===== config.mk =====
export PLATFORM = sky130hd
export DESIGN_NAME = legv8_control_unit
export DESIGN_NICKNAME = d
export VERILOG_FILES = /design/src/rtl/legv8_control_unit.sv
export SDC_FILE = /design/constraint.sdc
export NUM_CORES = 1
export LEC_CHECK = 0
export BUFFER_PORTS_ARGS = -buffer_cell sky130_fd_sc_hd__buf_2
export CAP_MARGIN = 10
export CORE_UTILIZATION = 50
export CTS_BUF_LIST = sky130_fd_sc_hd__clkbuf_16
export DETAILED_ROUTE_END_ITERATION = 8
export PLACE_DENSITY = 0.85
export SLEW_MARGIN = 15
export SYNTH_ARGS = -nofsm -noshare
export SYNTH_HDL_FRONTEND = slang
export SYNTH_SLANG_ARGS = --single-unit
export TNS_END_PERCENT = 30

===== constraint.sdc =====
create_clock -name clock -period 7.2 [get_ports clock]
set_clock_uncertainty 0.15 [all_clocks]
set_input_delay 0.72 -clock clock [delete_from_list [all_inputs] [get_ports clock]]
set_output_delay 0.72 -clock clock [all_outputs]
set_load 0.05 [all_outputs]

===== src/rtl/legv8_control_unit.sv =====
// -----------------------------------------------------------------------------
// legv8_control_unit
// Multi-cycle sequencer for the LEGv8 datapath. It steps through FETCH and
// EXEC, plus BRANCH for CBZ/CBNZ, and drives the datapath control word and the
// constant bus. It also provides run/single-step debug control. An undefined
// opcode parks the unit in HALT until reset.
//
// Ports:
//   clock        in   1   system clock, rising edge
//   reset        in   1   asynchronous, active-high
//   IR           in  32   instruction register contents
//   status_in    in   4   registered flags {V,C,N,Z}
//   run          in   1   level, free-running execution
//   step         in   1   one-cycle pulse, executes one instruction from IDLE
//   control_word out 34   {AS,DS,PS,PCsel,Bsel,IL,SL,FS,C0,size,MW,RW,DA,SA,SB}
//   constant     out 64   immediate/offset to the datapath
//   state        out  3   IDLE=0 FETCH=1 EXEC=2 BRANCH=3 HALT=4
//   halted       out  1   high while in HALT
//   instr_count  out 32   retired-instruction counter
// -----------------------------------------------------------------------------
module legv8_control_unit #(
  parameter logic [4:0] FS_ADD  = 5'b01000,
  parameter logic [4:0] FS_SUB  = 5'b01001,
  parameter logic [4:0] FS_AND  = 5'b00000,
  parameter logic [4:0] FS_ORR  = 5'b00100,
  parameter logic [1:0] SIZE_DW = 2'b11
) (
  input  logic        clock,
  input  logic        reset,
  input  logic [31:0] IR,
  input  logic [3:0]  status_in,
  input  logic        run,
  input  logic        step,
  output logic [33:0] control_word,
  output logic [63:0] constant,
  output logic [2:0]  state,
  output logic        halted,
  output logic [31:0] instr_count
);

  typedef enum logic [2:0] {
    S_IDLE   = 3'd0,
    S_FETCH  = 3'd1,
    S_EXEC   = 3'd2,
    S_BRANCH = 3'd3,
    S_HALT   = 3'd4
  } state_t;

  state_t      state_q, state_d;
  logic        step_q, step_d;
  logic [31:0] count_q, count_d;

  logic is_r_s, is_addi_s, is_subi_s, is_ldur_s, is_stur_s, is_b_s, is_cb_s;
  logic is_valid_s, br_taken_s;

  logic       as_s, pcsel_s, bsel_s, il_s, sl_s, c0_s, mw_s, rw_s;
  logic [1:0] ds_s, ps_s, size_s;
  logic [4:0] fs_s, da_s, sa_s, sb_s;
  logic [63:0] const_s;

  // Only Z steers the sequencer; V, C and N are carried for the datapath.
  logic unused_flags;
  assign unused_flags = ^status_in[3:1];

  // Opcode decode of the instruction register.
  always_comb begin
    is_r_s    = (IR[31:21] == 11'b10001011000) || (IR[31:21] == 11'b11001011000) ||
                (IR[31:21] == 11'b10001010000) || (IR[31:21] == 11'b10101010000);
    is_addi_s = (IR[31:22] == 10'b1001000100);
    is_subi_s = (IR[31:22] == 10'b1101000100);
    is_ldur_s = (IR[31:21] == 11'b11111000010);
    is_stur_s = (IR[31:21] == 11'b11111000000);
    is_b_s    = (IR[31:26] == 6'b000101);
    is_cb_s   = (IR[31:25] == 7'b1011010);   // CBZ/CBNZ differ only in bit 24
    is_valid_s = is_r_s | is_addi_s | is_subi_s | is_ldur_s | is_stur_s | is_b_s | is_cb_s;
    // IR[24]=1 is CBNZ (branch on Z=0), otherwise CBZ (branch on Z=1).
    br_taken_s = IR[24] ? ~status_in[0] : status_in[0];
  end

  // State, single-step flag and retire counter.
  always_ff @(posedge clock or posedge reset) begin
    if (reset) begin
      state_q <= S_IDLE;
      step_q  <= 1'b0;
      count_q <= 32'd0;
    end else begin
      state_q <= state_d;
      step_q  <= step_d;
      count_q <= count_d;
    end
  end

  // Next-state logic: sequencing, step flag and instruction retirement.
  always_comb begin
    state_d = state_q;
    step_d  = step_q;
    count_d = count_q;
    case (state_q)
      S_IDLE: begin
        if (run || step) begin
          state_d = S_FETCH;
          // A step while running changes nothing, so the flag only arms with run low.
          step_d  = step & ~run;
        end else begin
          state_d = S_IDLE;
        end
      end
      S_FETCH: state_d = S_EXEC;
      S_EXEC: begin
        if (!is_valid_s) begin
          state_d = S_HALT;
        end else if (is_cb_s) begin
          state_d = S_BRANCH;
        end else begin
          count_d = count_q + 32'd1;
          state_d = (run && !step_q) ? S_FETCH : S_IDLE;
          step_d  = 1'b0;
        end
      end
      S_BRANCH: begin
        count_d = count_q + 32'd1;
        state_d = (run && !step_q) ? S_FETCH : S_IDLE;
        step_d  = 1'b0;
      end
      S_HALT:  state_d = S_HALT;
      default: state_d = S_IDLE;
    endcase
  end

  // Output logic: the control word and constant for the current state and IR.
  // Every field defaults to the NOP value (AS=1, everything else 0).
  always_comb begin
    as_s = 1'b1; ds_s = 2'b00; ps_s = 2'b00; pcsel_s = 1'b0;
    bsel_s = 1'b0; il_s = 1'b0; sl_s = 1'b0; fs_s = 5'b00000; c0_s = 1'b0;
    size_s = 2'b00; mw_s = 1'b0; rw_s = 1'b0;
    da_s = 5'd0; sa_s = 5'd0; sb_s = 5'd0;
    const_s = 64'd0;
    case (state_q)
      S_FETCH: begin
        ds_s = 2'b11; il_s = 1'b1; ps_s = 2'b01; size_s = SIZE_DW;
      end
      S_EXEC: begin
        if (is_r_s) begin
          sa_s = IR[9:5]; sb_s = IR[20:16]; da_s = IR[4:0]; rw_s = 1'b1;
          case (IR[31:21])
            11'b11001011000: begin fs_s = FS_SUB; c0_s = 1'b1; end
            11'b10001010000: fs_s = FS_AND;
            11'b10101010000: fs_s = FS_ORR;
            default:         fs_s = FS_ADD;
          endcase
        end else if (is_addi_s || is_subi_s) begin
          sa_s = IR[9:5]; da_s = IR[4:0]; bsel_s = 1'b1; rw_s = 1'b1;
          const_s = {52'd0, IR[21:10]};
          fs_s = is_subi_s ? FS_SUB : FS_ADD;
          c0_s = is_subi_s;
        end else if (is_ldur_s || is_stur_s) begin
          // Both take their address as Rn + sext(imm9) from the ALU.
          as_s = 1'b0; sa_s = IR[9:5]; bsel_s = 1'b1; fs_s = FS_ADD; size_s = SIZE_DW;
          const_s = {{55{IR[20]}}, IR[20:12]};
          if (is_ldur_s) begin
            ds_s = 2'b11; da_s = IR[4:0]; rw_s = 1'b1;
          end else begin
            ds_s = 2'b01; sb_s = IR[4:0]; mw_s = 1'b1;
          end
        end else if (is_b_s) begin
          // PC was already advanced by 4 during FETCH.
          ps_s = 2'b10;
          const_s = {{36{IR[25]}}, IR[25:0], 2'b00} - 64'd4;
        end else if (is_cb_s) begin
          // Pass Rt through the ALU so Z reflects Rt==0 in BRANCH.
          sa_s = IR[4:0]; bsel_s = 1'b1; fs_s = FS_ADD; sl_s = 1'b1;
        end else begin
          as_s = 1'b1;   // undefined opcode: NOP on the way to HALT
        end
      end
      S_BRANCH: begin
        if (br_taken_s) begin
          ps_s = 2'b10;
          const_s = {{43{IR[23]}}, IR[23:5], 2'b00} - 64'd4;
        end else begin
          ps_s = 2'b00;
        end
      end
      default: as_s = 1'b1;
    endcase
  end

  assign control_word = {as_s, ds_s, ps_s, pcsel_s, bsel_s, il_s, sl_s, fs_s, c0_s,
                         size_s, mw_s, rw_s, da_s, sa_s, sb_s};
  assign constant     = const_s;
  assign state        = state_q;
  assign halted       = (state_q == S_HALT);
  assign instr_count  = count_q;

endmodule

======== Word level (Yosys, flattened, before mapping) ========
Cells that the tools add are included.
storage, ports and cells
  register bits after elaboration ......... 36
  input port bits ......................... 40
  word-level logic and storage cells ...... 132
operators by class
  reductions and logical operators ........ 13
  bitwise logic cells ..................... 9
  equality and inequality tests ........... 17
  $add $sub $neg .......................... 3
  multiplexer cells ....................... 87
operator list
  kind                     number
  $mux W64                 5
  $pmux W64 S2             1
  $mux W5                  18
  $eq A11 B11 Y1 const B   6
  $mux W32                 2
  $pmux W32 S2             1
  $mux W1                  36
  $add A32 B1 Y32 const B  1
  $sub A28 B4 Y29 const B  1
  $mux W2                  13
  $sub A21 B4 Y22 const B  1
  $eq A10 B10 Y1 const B   2
  $mux W4                  4
  $pmux W3 S5              1
  $pmux W4 S3              1
  $pmux W2 S2              2
  $eq A7 B7 Y1 const B     1
  $eq A3 B2 Y1 const B     2
  $eq A6 B3 Y1 const B     1
  $logic_or A1 B1 Y1       6
  $ne A2 B2 Y1 const B     3
  $or A1 B1 Y1             6
  $pmux W2 S3              1
  $reduce_and A4 Y1        1
  12 further kinds         13

======== Depth between registers and ports, before layout ========
Gate-level depths: netlist (run 1).
  depth after elaboration ................. 12
  depth in mapped cells ................... 9
  gate-level depth less buffers ........... 8

======== Worst setup path before layout (run 1) ========
No wires, ideal clock.
  path type ............................... input -> output
  from .................................... in IR[12]
  to ...................................... out constant[29]
  arrival time ............................ 5444 ps
  path slack .............................. 886 ps
  stages on the path ...................... 7
  path through ............................ clkbuf_1 -> nor4_1 -> nand3_1 -> nor2_1 -> a31oi_1 -> o21ai_0 -> buf_4
on the way
  cells in the longest elaborated chain, start to end .. 6
  elaborated cells between the ends (all ways) .. 8
RTL lines
  item             RTL line  source
  from (decl)      30        input logic [31:0] IR,
  $sub A28 B4 Y29  168       const_s = {{36{IR[25]}}, IR[25:0], 2'b00} - 64'd4;
  $mux W64         165       end else if (is_b_s) begin
  $mux W64         156       end else if (is_ldur_s || is_stur_s) begin
  $mux W64         151       end else if (is_addi_s || is_subi_s) begin
  $mux W64         143       if (is_r_s) begin
  $pmux W64 S2 *   138       case (state_q)
  to (decl)        35        output logic [63:0] constant,
Every way passes the cells marked *; elsewhere a longest branch is shown, timed or not.

======== Final worst setup path (run 1) ========
  from .................................... in IR[22]
  to ...................................... out constant[44]
on the way
  cells in the longest elaborated chain, start to end .. 6
  elaborated cells between the ends (all ways) .. 21
RTL lines
  item                                            RTL line
  $sub A28 B4 Y29 (tied with other cells)         168
  $mux W64 (tied with other cells)                165
  $mux W64 or $logic_or A1 B1 Y1 (tied branches)  156, 67
  $mux W64 or $logic_or A1 B1 Y1 (tied branches)  151, 68
  $mux W64                                        143
  $pmux W64 S2 *                                  138
Marked as above.

==> flow_summary.yaml, run 1 <==
status:
  run_status: "completed"
clock_tree:
  clk_path_buf_depth: 2
  cts.htree.levels: 2
  path_clk_slew_ps: 50
  clock_latency_ps: 280
  cts_buffers: 5
  clkSinkCount: 36
  hold_buffers: 0
  cts_tree: "done"
  cts_root_buf: "clkbuf_16"
  post_cts_buffers: 0
  cts_resized: 0
grt:
  track_usage: 0.285
  grt_max_degree: 37
  grt-ovfl-total: 0
  grt_pass1_vias: 3392
  grt_pass1_wl_um: 17300
  antenna_found_initial: 0
setup_path:
  end_kind: "primary output"
  r2r_cells: 6
  path_class: "in2out"
  r2r_slack_ps: 4440
  r2r-end: "instr_count[19]"
  start_kind: "input port"
  critical_path.max_fanout: 36
  crit_required_ps: 6330
  rr_startpoint: "state[0]"
  arrival_ps: 3570
final_layout:
  stdcell_area_mm2: 0.00445
  area_growth_pct: 17.9
  num-nets-final: 640
  drive_gt1_frac: 0.323
  n_antenna_cell: 0
sta:
  rsz0062_at_grt: "false"
  fin_crit_ps: 4440
  fin_crit_sh: 0.617
  timing.fmax_mhz: 225
  setup_ws_ps: 2760
  setup_viol: 0
  finalHoldViolCount: 0
  relSlewSlack: 0.351
  slew_viol_final: 0
  tightest_slew_ps: 970
  timing.setup.tns_ps: 0
yosys:
  ys_seq_area_frac: 0.239
  synth_edf_count: 0
  synth.avg_cell_area_um2: 7.70
  ys_ff_latch: 36
  synthCells: 490
  yosys_most_used_dff: "dfrtp_1"
  ys_warn_count: 0
  async_flop_share: 1.00
  synth_area_mm2: 0.00377
  yosysUniqueCellTypes: 58
power:
  clkPwrFrac: 0.216
  switching_share: 0.519
  p_per_area_mw_per_mm2: 218
  p_leak_nw: 2.25
  p_sw_mw: 0.503
  p_comb_frac: 0.518
  vdd_drop_max_uv: 195
  seqPwrFrac: 0.266
  internal-power_mw: 0.466
min_path:
  worstHoldPathCells: 1
  hold_path.startpoint: "instr_count[31]"
  hold_path_end: "instr_count[31]"
  min_path_type: "reg2reg"
floorplan:
  start_util: 0.518
  die_y_um: 88.9
  die_w_um: 88.9
  core_mm2: 0.00729
  die_area_mm2: 0.00790
  num_io_pins: 174
  fp-row-count: 31
placement:
  port-buffer-count: 167
  gp_congestion: 0.973
  placed_area_mm2: 0.00431
  dpl.hpwl_um: 8860
  post-place-ws_ps: 2840
drt:
  drt-vias-per-instance: 5.91
  vias: 4121
  drtPass1Iterations: 5
  ant_nets: 0
  drc: 0
  totalWireLength_um: 11600
  post_drt_wl_per_cell_um: 16.6
  drtIter0Drc: 499
flow_run:
  drv_cap: 0
-- cell type report --
type                    instances  area, um^2
clock inverters                 3        17.5
clock buffers                   5         125
fillers                       690        2840
flip-flops and latches         36         901
well taps                      99         124
multi-input cells             370        2370
repair buffers                171         866
inverters                      13        48.8
-- per-layer routing --
layer,GRT usage,part of all wire
met1,0.370,0.40
met2,0.482,0.50
met3,0.0606,0.091
met4,0.0748,0.017
met5,0,0
-- worst max-delay path, stage by stage --
cell and delay (ps):
buf_2 180, or3_4 430, o41ai_4 910, nor2_1 260, nand3_2 260, and2_1 260, o21ai_1 90, buf_4 220
buf_2 230
-- synthesized netlist by cell type (2+ instances only) --
master | n | area share
a211oi_1 | 3 | 0.0060
nand2b_1 | 5 | 0.0083
o21ai_0 | 24 | 0.032
a211o_1 | 2 | 0.0046
o22ai_1 | 7 | 0.012
and2_1 | 8 | 0.013
o31ai_1 | 3 | 0.0060
xnor2_1 | 43 | 0.10
inv_1 | 13 | 0.013
a221oi_1 | 3 | 0.0070
o211ai_1 | 4 | 0.0080
nor3b_1 | 3 | 0.0060
xor2_1 | 25 | 0.058
or4_1 | 6 | 0.012
and3_1 | 7 | 0.012
nand2_1 | 48 | 0.048
buf_4 | 48 | 0.095
a22o_1 | 5 | 0.012
clkbuf_1 | 23 | 0.023
a21o_1 | 3 | 0.0060
dfrtp_1 | 36 | 0.24
or3_1 | 4 | 0.0066
a22oi_1 | 8 | 0.016
nor4b_1 | 2 | 0.0046
nand3_1 | 19 | 0.025
or2_2 | 2 | 0.0033
nor4_2 | 2 | 0.0066
nor2_1 | 42 | 0.042
and4_1 | 2 | 0.0046
a31oi_1 | 2 | 0.0033
o221ai_1 | 3 | 0.0070
ha_1 | 3 | 0.0099
a21oi_1 | 14 | 0.019
nor4_1 | 6 | 0.0099
nand4_1 | 13 | 0.022
or4b_2 | 2 | 0.0053
nor3_1 | 22 | 0.029
nand3b_1 | 4 | 0.0080
nor2b_1 | 2 | 0.0033
-- layout by cell type, fill, tap and decap left out, types with 5 or more instances in the layout --
master / netlist / layout
xnor2_1: 43 / 43
inv_1: 13 / 13
xor2_1: 25 / 25
o21ai_0: 24 / 23
or4_1: 6 / 6
nand4_1: 13 / 13
a22oi_1: 8 / 8
and2_1: 8 / 8
nand2b_1: 5 / 5
nor3_1: 22 / 22
dfrtp_1: 36 / 36
a21oi_1: 14 / 14
and3_1: 7 / 7
nand2_1: 48 / 48
buf_2: 1 / 167
clkbuf_16: 0 / 5
o22ai_1: 7 / 7
nor2_1: 42 / 42
nand3_1: 19 / 19
a22o_1: 5 / 5
nor4_1: 6 / 6
-- power groups by stage --
stage	Combinational, mW	Clock [mW]	Sequential [mW]
after detailed placement	0.498	0	0.260
after CTS	0.501	0.212	0.257
after global routing	0.531	0.222	0.262
after global placement	0.493	0	0.258
after floorplan	0.359	0	0.311
final	0.502	0.210	0.258
-- worst max path at each step --
stage | slack (ps) | start | endpoint | depth (start not counted)
final | 2760 | IR[22] | constant[44] | 9
after global routing | 2610 | IR[22] | constant[32] | 9
after CTS | 2820 | IR[22] | constant[53] | 9
after detailed placement | 2840 | IR[22] | constant[53] | 9
after global placement | 2830 | IR[22] | constant[48] | 9
after floorplan | 890 | IR[12] | constant[29] | 7
-- registers in the layout, indices dropped and copies added (netlist names) --
signal       flops
instr_count     32
step_q           1
state            3
-- cell families (layout without fill, tap and decap cells) --
family,Yosys count,in the layout,share of synthesized area
adder cells (fa/ha/maj),3,3,0.00995
flip-flops,36,36,0.239
other,1,3,0.000994
AO/OA/AOI/OAI,87,87,0.161
XOR/XNOR,68,68,0.158
multiplexers,1,1,0.00298
buffers and inverters,86,192,0.136
AND/OR/NAND/NOR,208,208,0.293
-- through the flow --
stage | cells | util | hold slack, ps | power, mW
after floorplan | 492 | - | 366 | 0.670
after global placement | 689 | 0.591 | 302 | 0.751
after detailed placement | 689 | 0.591 | 321 | 0.758
after CTS | 697 | 0.610 | 328 | 0.971
after global routing | 697 | 0.610 | 357 | 1.02
final | 697 | 0.610 | 332 | 0.970
(Power assumes the default switching activity.)
==> run 2, diff against run 1 <==
CORE_UTILIZATION = 44   (was 50)
PLACE_DENSITY = 0.79   (was 0.85)
clock period = 4 ns   (was 7.2 ns; I/O delays follow)
==> run 2 against run 1 <==
Combinational power grew 81%; wire length grew 3.4%; power grew 79%; register-to-register slack lost 3200 ps; global-route usage shrank 1.9 points; critical path depth shrank 1; final area grew 0.56%; cell count grew 1.4%; sequential share of layout area shrank 0.11 points; first-iteration DRC count shrank 26%; via count shrank 0.90%.
==> flow_summary.yaml, run 2 (same netlist as run 1, synthesis figures left out) <==
sta:
  tightest_slew_ps: 827
  rsz0062_at_grt: "false"
  timing.setup.tns_ps: 0
  timing.fmax_mhz: 286
  slew_viol_final: 0
  finalHoldViolCount: 0
  relSlewSlack: 0.444
  fin_crit_ps: 3490
  setup_viol: 0
  fin_crit_sh: 0.873
floorplan:
  die_area_mm2: 0.00895
  core_mm2: 0.00826
  start_util: 0.457
  num_io_pins: 174
  die_y_um: 94.6
  die_w_um: 94.6
  fp-row-count: 33
clock_tree:
  cts_buffers: 5
  clock_latency_ps: 280
  post_cts_buffers: 0
  cts_resized: 0
  cts.htree.levels: 2
  path_clk_slew_ps: 50
  cts_root_buf: "clkbuf_16"
  cts_tree: "done"
  clkSinkCount: 36
  hold_buffers: 0
  clk_path_buf_depth: 2
drt:
  drc: 0
  drtPass1Iterations: 5
  post_drt_wl_per_cell_um: 17.0
  drtIter0Drc: 369
  drt-vias-per-instance: 5.78
  vias: 4084
  ant_nets: 0
  totalWireLength_um: 12000
setup_path:
  slowest_delay_ps: 490
  rr_startpoint: "state[0]"
  crit_chain: "nor3b_2 -> o41ai_4 -> nor2_1 -> nand3_2 -> and2_1 -> o21ai_2 -> buf_4 -> buf_2"
  critPathTopFamily: "simple AND/OR/NAND/NOR gates"
  cp_slowest_cell: "dfrtp_1"
  r2r-end: "instr_count[11]"
  start_kind: "flip-flop"
  worstPathBufferInverterCount: 2
  r2r_slack_ps: 1270
  arrival_ps: 2940
  crit_required_ps: 3450
  critical_path.max_fanout: 36
  r2r_cells: 7
  path_class: "reg2out"
  end_kind: "primary output"
grt:
  grt_pass1_vias: 3526
  grt_pass1_wl_um: 18500
  track_usage: 0.266
  grt-ovfl-total: 0
  antenna_found_initial: 2
  grt_max_degree: 37
final_layout:
  drive_gt1_frac: 0.323
  fin_util: 0.542
  num-nets-final: 642
  fillers: 789
  area_growth_pct: 18.6
  final_common_cell: "buf_2"
  mostFrequentLayoutCells: "buf_2, nand2_1, xnor2_1"
  multi_input_area_mm2: 0.00237
  largest_register_ffs: 32
  seq_area_um2: 901
min_path:
  min_path_type: "in2async"
power:
  p_per_area_mw_per_mm2: 388
  p_leak_nw: 2.27
  finalPower_mw: 1.74
  vdd_drop_max_uv: 488
flow_run:
  drv_cap: 0
placement:
  port-buffer-count: 167
  dpl.hpwl_um: 9180
  gp_congestion: 0.918
status:
  run_status: "completed"
[run 2: changes by cell type in the layout (fill, tap and decap cells not counted)]
| cell | previous run | this run |
|---|---|---|
| buf_4 | 4 | 6 |
| diode_2 | 0 | 2 |
| inv_1 | 13 | 15 |
| clkinv_2 | 1 | 0 |
| inv_6 | 1 | 0 |
| o21ai_1 | 2 | 1 |
| o21ai_2 | 0 | 1 |
[run 2: worst max-delay path by stage]
| stage | from | to | cells after the start |
|---|---|---|---|
| 6_report | state[0] | constant[61] | 8 |
| 5_1_grt | state[0] | constant[61] | 8 |
| 4_1_cts | state[0] | constant[30] | 8 |
| 3_5_place_dp | IR[12] | constant[30] | 9 |
| 3_3_place_gp | IR[5] | constant[27] | 9 |
| 2_1_floorplan | IR[12] | constant[29] | 7 |
[run 2: worst min-delay path, delay by kind of cell]
| family | cells | cell delay, ps |
|---|---|---|
| buffers and inverters | 3 | 540 |
[run 2: cell type report]
class                           count  share of cell area
Inverter                           13              0.0109
Timing Repair Buffer              173               0.197
Tap cell                          105              0.0294
Clock buffer                        5              0.0280
Multi-Input combinational cell    370               0.530
Antenna cell                        2             0.00112
Sequential cell                    36               0.201
Clock inverter                      3             0.00252
[run 2: metal layers]
metal  vias to the layer above  track usage  routed length, um
met3                        24       0.0459                978
li1                       1901            -                  -
met2                       228        0.442               5710
met4                         0       0.0859                300
met1                      1931        0.350               5000
met5                         -            0                  0
[run 2: power by group]
group	switching (mW)	internal, mW	leakage [nW]	total (mW)
combinational	0.696	0.212	1.71	0.908
clock	0.140	0.224	0.0738	0.363
sequential	0.0646	0.402	0.488	0.466
total	0.900	0.838	2.27	1.74
[run 2: stage by stage]
stage | cell area [um^2] | hold WS [ps] | setup WS (ps) | std cells
floorplan | 3780 | 366 | 271 | 492
global placement | 4330 | 303 | 755 | 697
detailed placement | 4330 | 312 | 699 | 697
CTS | 4470 | 99.7 | 492 | 705
finish | 4480 | 76.5 | 509 | 707
global route | 4480 | 122 | 264 | 707
==> run 3, diff against run 2 <==
BUFFER_PORTS_ARGS = -buffer_cell sky130_fd_sc_hd__buf_4   (was -buffer_cell sky130_fd_sc_hd__buf_2)
==> run 3 against run 2 <==
Cell count increased by 0.71%; wire length increased by 0.56%; worst setup slack improved by 130 ps; critical endpoint is now constant[63]; largest power group unchanged.
==> flow_summary.yaml, run 3 (same netlist as run 1, synthesis figures left out) <==
status:
  run_status: "completed"
grt:
  grt_pass1_wl_um: 18800
  track_usage: 0.268
  grt_max_degree: 37
  grt-ovfl-total: 0
  antenna_found_initial: 0
  grt_pass1_vias: 3612
sta:
  finalHoldViolCount: 0
  fin_crit_sh: 0.841
  timing.setup.tns_ps: 0
  fin_crit_ps: 3360
  timing.fmax_mhz: 297
  setup_viol: 0
  rsz0062_at_grt: "false"
  relSlewSlack: 0.511
  tightest_slew_ps: 728
  slew_viol_final: 0
  hold_slack_ps: 72.6
floorplan:
  die_area_mm2: 0.00895
  start_util: 0.457
  die_w_um: 94.6
  die_y_um: 94.6
  core_mm2: 0.00826
  fp-row-count: 33
  num_io_pins: 174
setup_path:
  end_kind: "primary output"
  r2r_slack_ps: 1290
  rr_startpoint: "state[0]"
  r2r_cells: 7
  crit_required_ps: 3450
  critical_path.max_fanout: 36
  r2r-end: "instr_count[19]"
  start_kind: "flip-flop"
  path_class: "reg2out"
  arrival_ps: 2810
final_layout:
  stdcell_count: 712
  area_growth_pct: 31.9
  mostFrequentLayoutCells: "buf_4, nand2_1, xnor2_1"
  final_common_cell: "buf_4"
  n_antenna_cell: 0
  drive_gt1_frac: 0.334
  num-nets-final: 649
  largest_register_ffs: 32
flow_run:
  drv_cap: 0
placement:
  dpl.hpwl_um: 9360
  gp_congestion: 0.950
  port-buffer-count: 167
  dpl.cell_count: 704
drt:
  post_drt_wl_per_cell_um: 16.9
  drtIter0Drc: 304
  drc: 0
  vias: 4091
  drtPass1Iterations: 5
  drt-vias-per-instance: 5.75
  totalWireLength_um: 12100
  ant_nets: 0
clock_tree:
  hold_buffers: 0
  cts_resized: 0
  post_cts_buffers: 0
  clkSinkCount: 36
  path_clk_slew_ps: 50
  cts_tree: "done"
  cts_root_buf: "clkbuf_16"
  cts_buffers: 5
  clock_latency_ps: 280
  cts.htree.levels: 2
  clk_path_buf_depth: 2
power:
  p_leak_nw: 2.34
  finalPower_mw: 1.88
  p_per_area_mw_per_mm2: 378
  vdd_drop_max_uv: 429
min_path:
  min_path_type: "in2async"
==> run 3: critical path, stage by stage (launching register included) <==
cell and delay, ps:
dfrtp_1 480, nor3b_2 440, o41ai_4 160, nor2_1 280, nand3_2 250, and2_1 300
o21ai_4 300, buf_4 320
==> run 3: how the worst max path moves through the flow <==
stage               slack [ps]  depth (start not counted)  startpoint            to
floorplan                  270                          7      IR[12]  constant[29]
global placement           670                          8      IR[23]  constant[47]
detailed placement         640                          8      IR[23]  constant[63]
CTS                        440                          7    state[0]  constant[63]
global route               340                          7    state[0]  constant[61]
finish                     640                          7    state[0]  constant[63]
==> run 3: layout make-up <==
class | count | area (um^2)
clock buffers | 5 | 125
clock inverters | 3 | 38.8
fillers | 753 | 3280
inverters | 13 | 48.8
multi-input cells | 370 | 2380
flip-flops and latches | 36 | 901
well taps | 105 | 131
repair buffers | 180 | 1350
==> run 3: report_power, final <==
part | internal, mW | switching (mW)
registers | 0.402 | 0.0669
logic | 0.286 | 0.699
clock network | 0.290 | 0.139
==> run 3: per-stage QoR <==
stage               worst slack [ps]  utilization  cell area [um^2]
floorplan                        271            -              3780
global placement                 666        0.582              4800
detailed placement               639        0.582              4800
CTS                              442        0.602              4970
global route                     337        0.603              4980
finish                           637        0.603              4980
==> run 3: routing by layer <==
| metal | share of wire | global-route usage |
|---|---|---|
| met1 | 0.41 | 0.358 |
| met2 | 0.47 | 0.436 |
| met3 | 0.095 | 0.0499 |
| met4 | 0.028 | 0.0833 |
| met5 | 0 | 0 |
